File: config.mk
export PLATFORM = sky130hd
export DESIGN_NAME = control_unit
export DESIGN_NICKNAME = d
export VERILOG_FILES = /design/src/rtl/control_unit.sv
export SDC_FILE = /design/constraint.sdc
export NUM_CORES = 1
export LEC_CHECK = 0
export ABC_CLOCK_PERIOD_IN_PS = 3000
export CORE_MARGIN = 10
export CORE_UTILIZATION = 47
export DETAILED_ROUTE_END_ITERATION = 6
export PLACE_DENSITY_LB_ADDON = 0.25
export SYNTH_ARGS = -nofsm -noshare
export SYNTH_HDL_FRONTEND = slang
export SYNTH_SLANG_ARGS = --single-unit
File: constraint.sdc
create_clock -name clk -period 3 [get_ports clk]
set_input_delay 0.6 -clock clk [delete_from_list [all_inputs] [get_ports clk]]
set_output_delay 0.6 -clock clk [all_outputs]
set_load 0.005 [all_outputs]
File: src/rtl/control_unit.sv
// Multi-cycle instruction sequencer: fetches into IR, decodes the opcode and
// drives PC, data-memory, register-file and ALU controls as a Moore FSM.
module control_unit (
    input  logic        clk,
    input  logic        clear_n,
    input  logic [15:0] instr,
    output logic        pc_clr,
    output logic        pc_up,
    output logic [15:0] ir_q,
    output logic [7:0]  d_addr,
    output logic        d_wr,
    output logic        rf_s,
    output logic [3:0]  rf_w_addr,
    output logic        rf_w_en,
    output logic [3:0]  rf_ra_addr,
    output logic [3:0]  rf_rb_addr,
    output logic [2:0]  alu_s,
    output logic        halted,
    output logic [3:0]  state
);

    localparam int unsigned IW = 16;
    localparam int unsigned AW = 8;
    localparam int unsigned RW = 4;
    localparam int unsigned SW = 4;
    localparam int unsigned FW = 3;

    localparam logic [FW-1:0] ALU_ADD = FW'(1);
    localparam logic [FW-1:0] ALU_SUB = FW'(2);

    typedef enum logic [SW-1:0] {
        S_INIT   = 4'd0,
        S_FETCH  = 4'd1,
        S_DECODE = 4'd2,
        S_NOOP   = 4'd3,
        S_LOAD_A = 4'd4,
        S_LOAD_B = 4'd5,
        S_STORE  = 4'd6,
        S_ADD    = 4'd7,
        S_SUB    = 4'd8,
        S_HALT   = 4'd9
    } state_e;

    state_e        state_q;
    state_e        state_d;
    logic [IW-1:0] ir_d;

    logic          pc_clr_d;
    logic          pc_up_d;
    logic [AW-1:0] d_addr_d;
    logic          d_wr_d;
    logic          rf_s_d;
    logic [RW-1:0] rf_w_addr_d;
    logic          rf_w_en_d;
    logic [RW-1:0] rf_ra_addr_d;
    logic [RW-1:0] rf_rb_addr_d;
    logic [FW-1:0] alu_s_d;
    logic          halted_d;

    // Next-state and IR capture; unused encodings fall back to INIT.
    always_comb begin
        state_d = S_INIT;
        ir_d    = ir_q;
        case (state_q)
            S_INIT:   state_d = S_FETCH;
            S_FETCH: begin
                ir_d    = instr;
                state_d = S_DECODE;
            end
            S_DECODE: begin
                case (ir_q[15:12])
                    4'h1:    state_d = S_STORE;
                    4'h2:    state_d = S_LOAD_A;
                    4'h3:    state_d = S_ADD;
                    4'h4:    state_d = S_SUB;
                    4'h5:    state_d = S_HALT;
                    default: state_d = S_NOOP;
                endcase
            end
            S_NOOP:   state_d = S_FETCH;
            S_LOAD_A: state_d = S_LOAD_B;
            S_LOAD_B: state_d = S_FETCH;
            S_STORE:  state_d = S_FETCH;
            S_ADD:    state_d = S_FETCH;
            S_SUB:    state_d = S_FETCH;
            S_HALT:   state_d = S_HALT;
            default:  state_d = S_INIT;
        endcase
    end

    // Outputs are decoded from the next state so the registered copies
    // line up with the state register in the same cycle.
    always_comb begin
        pc_clr_d     = 1'b0;
        pc_up_d      = 1'b0;
        d_addr_d     = '0;
        d_wr_d       = 1'b0;
        rf_s_d       = 1'b0;
        rf_w_addr_d  = '0;
        rf_w_en_d    = 1'b0;
        rf_ra_addr_d = '0;
        rf_rb_addr_d = '0;
        alu_s_d      = '0;
        halted_d     = 1'b0;
        case (state_d)
            S_INIT:  pc_clr_d = 1'b1;
            S_FETCH: pc_up_d  = 1'b1;
            S_LOAD_A, S_LOAD_B: begin
                d_addr_d    = ir_d[11:4];
                rf_s_d      = 1'b1;
                rf_w_addr_d = ir_d[3:0];
                rf_w_en_d   = (state_d == S_LOAD_B);
            end
            S_STORE: begin
                d_addr_d     = ir_d[7:0];
                rf_ra_addr_d = ir_d[11:8];
                d_wr_d       = 1'b1;
            end
            S_ADD, S_SUB: begin
                rf_ra_addr_d = ir_d[11:8];
                rf_rb_addr_d = ir_d[7:4];
                rf_w_addr_d  = ir_d[3:0];
                rf_w_en_d    = 1'b1;
                alu_s_d      = (state_d == S_ADD) ? ALU_ADD : ALU_SUB;
            end
            S_HALT:  halted_d = 1'b1;
            default: ;
        endcase
    end

    always_ff @(posedge clk) begin
        if (!clear_n) begin
            state_q    <= S_INIT;
            ir_q       <= '0;
            pc_clr     <= 1'b1;
            pc_up      <= 1'b0;
            d_addr     <= '0;
            d_wr       <= 1'b0;
            rf_s       <= 1'b0;
            rf_w_addr  <= '0;
            rf_w_en    <= 1'b0;
            rf_ra_addr <= '0;
            rf_rb_addr <= '0;
            alu_s      <= '0;
            halted     <= 1'b0;
        end else begin
            state_q    <= state_d;
            ir_q       <= ir_d;
            pc_clr     <= pc_clr_d;
            pc_up      <= pc_up_d;
            d_addr     <= d_addr_d;
            d_wr       <= d_wr_d;
            rf_s       <= rf_s_d;
            rf_w_addr  <= rf_w_addr_d;
            rf_w_en    <= rf_w_en_d;
            rf_ra_addr <= rf_ra_addr_d;
            rf_rb_addr <= rf_rb_addr_d;
            alu_s      <= alu_s_d;
            halted     <= halted_d;
        end
    end

    assign state = state_q;

endmodule

==> results.ini <==
[clocking]
htreeDepth = 2
cts_max_path_buffers = 2
cts_hold_buf = 0
numCtsBuffers = 5
clock_latency_ps = 300
cts_setup_buffers = 0
cts_resized = 0
clk_pin_slew_worst_paths_ps = 80
clock-sinks = 48
cts_tree = yes
cts-root-buf = clkbuf_8

[yosys]
syn_area_sq_um = 1890
yosysUniqueCellTypes = 44
synth_cells = 179
netlist.area_leader.share = 0.508
yosysWarnings = 0
ys_seq_area_frac = 0.508
ys_top_cells_by_area = dfxtp_1, a21boi_1, nand2_1
syn_nets = 197
synth_area_per_cell_sq_um = 10.6
ys_seq_elements = 48
synth_top_area_cell = dfxtp_1

[power]
power_density_nw_per_um2 = 581
ir_drop_uv = 351
p_leak_nw = 1.01

[sta]
rsz0062_at_grt = no
finalSetupTns_ps = 0
period_minus_slack_ps = 2200
layout_setup_ws_ps = 805
setup_violations = 0
period_share = 0.732
final_max_slew_viol_count = 0
fmax_mhz = 455
hold_viol = 0
clock_skew_ps = 3.10
slew_headroom = 0.490
worstMarginPinSlew_ps = 755

[grt]
grt_pass1_wl_mm = 8.34
grt_overflow = 0
grt_pass1_vias = 1622
grt.total_usage = 0.144
antenna_found_initial = 0
grt_max_degree = 33

[drt]
ant_nets = 0
wire_per_inst_um = 16.9
drtIter0Drc = 96
dr.pass1.iters = 4
via_per_inst = 5.31
drc = 0
wirelength_mm = 4.97
vias = 1565

[min_path]
whs_path_depth = 2
min-delay-start = ir_q[11]
hold_path_end = ir_q[11]
min_path_type = reg -> reg

[floorplanning]
die-area_sq_um = 6960
die_h_um = 83.4
die_x_um = 83.4
coreArea_sq_um = 3940
pin_count = 67
rows = 23
start_util = 0.480

[critical_path]
rr_endpoint = d_addr[4]
critical_path_class = reg -> reg
startpoint_type = flop
worst-path-max-fanout = 12
required_ps = 3240
rrSetupSlack_ps = 800
r2r_cells = 4
reg2reg_from = state[2]
cp.arrival_ps = 2440
cp-end-kind = flop

[status]
status = finished, final reports clean

[finish]
instances_no_fill = 295
fin_util = 0.675
layout.nets = 263
syn_to_final_growth_pct = 40.6
final_cell_mix = clkdlybuf4s50_1, dfxtp_1, nand2_1, a21boi_1, a32o_1
final_common_cell = clkdlybuf4s50_1
drive_gt1_frac = 0.106
diodes = 0

[job]
maxCapViolations = 0

[placed_design]
dpl_worst_slack_ps = 841
gp_congestion = 0.809
dp_hpwl_mm = 3.77
portBuffers = 65
place_inst = 288

## layout make-up
class,instances,area [sq um]
Fill cell,318,1280
Inverter,6,22.5
Sequential cell,48,961
Tap cell,50,62.6
Clock inverter,1,5.00
Clock buffer,6,72.6
Multi-Input combinational cell,113,841
Timing Repair Buffer,71,696
## sequential cells by signal, summed over array words and instances (netlist names)
register,cells
pc_clr,1
d_wr,1
d_addr,8
ir_q,16
rf_w_en,1
pc_up,1
rf_rb_addr,4
rf_s,1
rf_ra_addr,4
halted,1
state,4
rf_w_addr,4
alu_s,2
## report_power, final
part / total (mW) / leakage, nW / internal [mW] / switching (mW)
registers: 0.728 / 0.390 / 0.685 / 0.0429
clock network: 0.355 / 0.0410 / 0.159 / 0.196
logic: 0.463 / 0.578 / 0.227 / 0.236
total: 1.55 / 1.01 / 1.07 / 0.475
## logic make-up after synthesis
logic type / count (synthesis) / synth area share
and+or+nand+nor: 59 / 0.186
other: 1 / 0.00198
buffers and inverters: 18 / 0.0476
muxes: 8 / 0.0450
AOI/OAI and AO/OA: 44 / 0.207
DFF: 48 / 0.508
xor gates and xnor gates: 1 / 0.00463
## Yosys cell counts (all sizes together)
| cell type | instances |
|---|---|
| dfxtp | 48 |
| nand2 | 23 |
| a21boi | 20 |
| a32o | 8 |
| buf | 6 |
| clkbuf | 6 |
| inv | 6 |
| nor2 | 6 |
| and2 | 4 |
| and3 | 4 |
| mux2 | 4 |
| mux2i | 4 |
| nor2b | 4 |
| nor4b | 4 |
| o21ai | 4 |
| and3b | 3 |
| nand3 | 3 |
| a21oi | 2 |
| nand4 | 2 |
| o31ai | 2 |
| or4b | 2 |
| a2111oi | 1 |
| a211o | 1 |
| a211oi | 1 |
| a41o | 1 |
| and2b | 1 |
| conb | 1 |
| nor3 | 1 |
| nor3b | 1 |
| o211ai | 1 |
| o311a | 1 |
| o311ai | 1 |
| o31a | 1 |
| or2 | 1 |
| xor2 | 1 |
## critical path, cell delays in order (launching register included)
cell     delay, ps
dfxtp_1        410
or4b_1         810
o31a_1         360
nor3_4         380
a32o_1         180
## metal layers
layer  global-route usage  vias up  share of wire
met5                    0        -              0
met4               0.0411        0          0.010
met3               0.0654        6          0.077
met2                0.250       46           0.51
met1                0.153      745           0.41
li1                     -      768              -
## worst max path at each step
stage / slack, ps / from / end / cells after the start
final: 800 / state[2] / d_addr[4] / 4
after global routing: 680 / state[2] / rf_w_addr[2] / 5
after CTS: 810 / state[2] / d_addr[4] / 4
after detailed placement: 840 / state[2] / d_addr[4] / 4
after global placement: 900 / state[1] / d_addr[6] / 4
after floorplan: 1050 / state[1] / rf_w_addr[0] / 6
## through the flow
step	total power [mW]	hold slack [ps]	cell area, sq um
after floorplan	1.02	478	1890
after global placement	1.20	504	2580
after detailed placement	1.21	497	2580
after CTS	1.56	508	2660
after global routing	1.63	534	2660
final	1.55	506	2660
No activity file was read; power rests on OpenSTA's default activity.
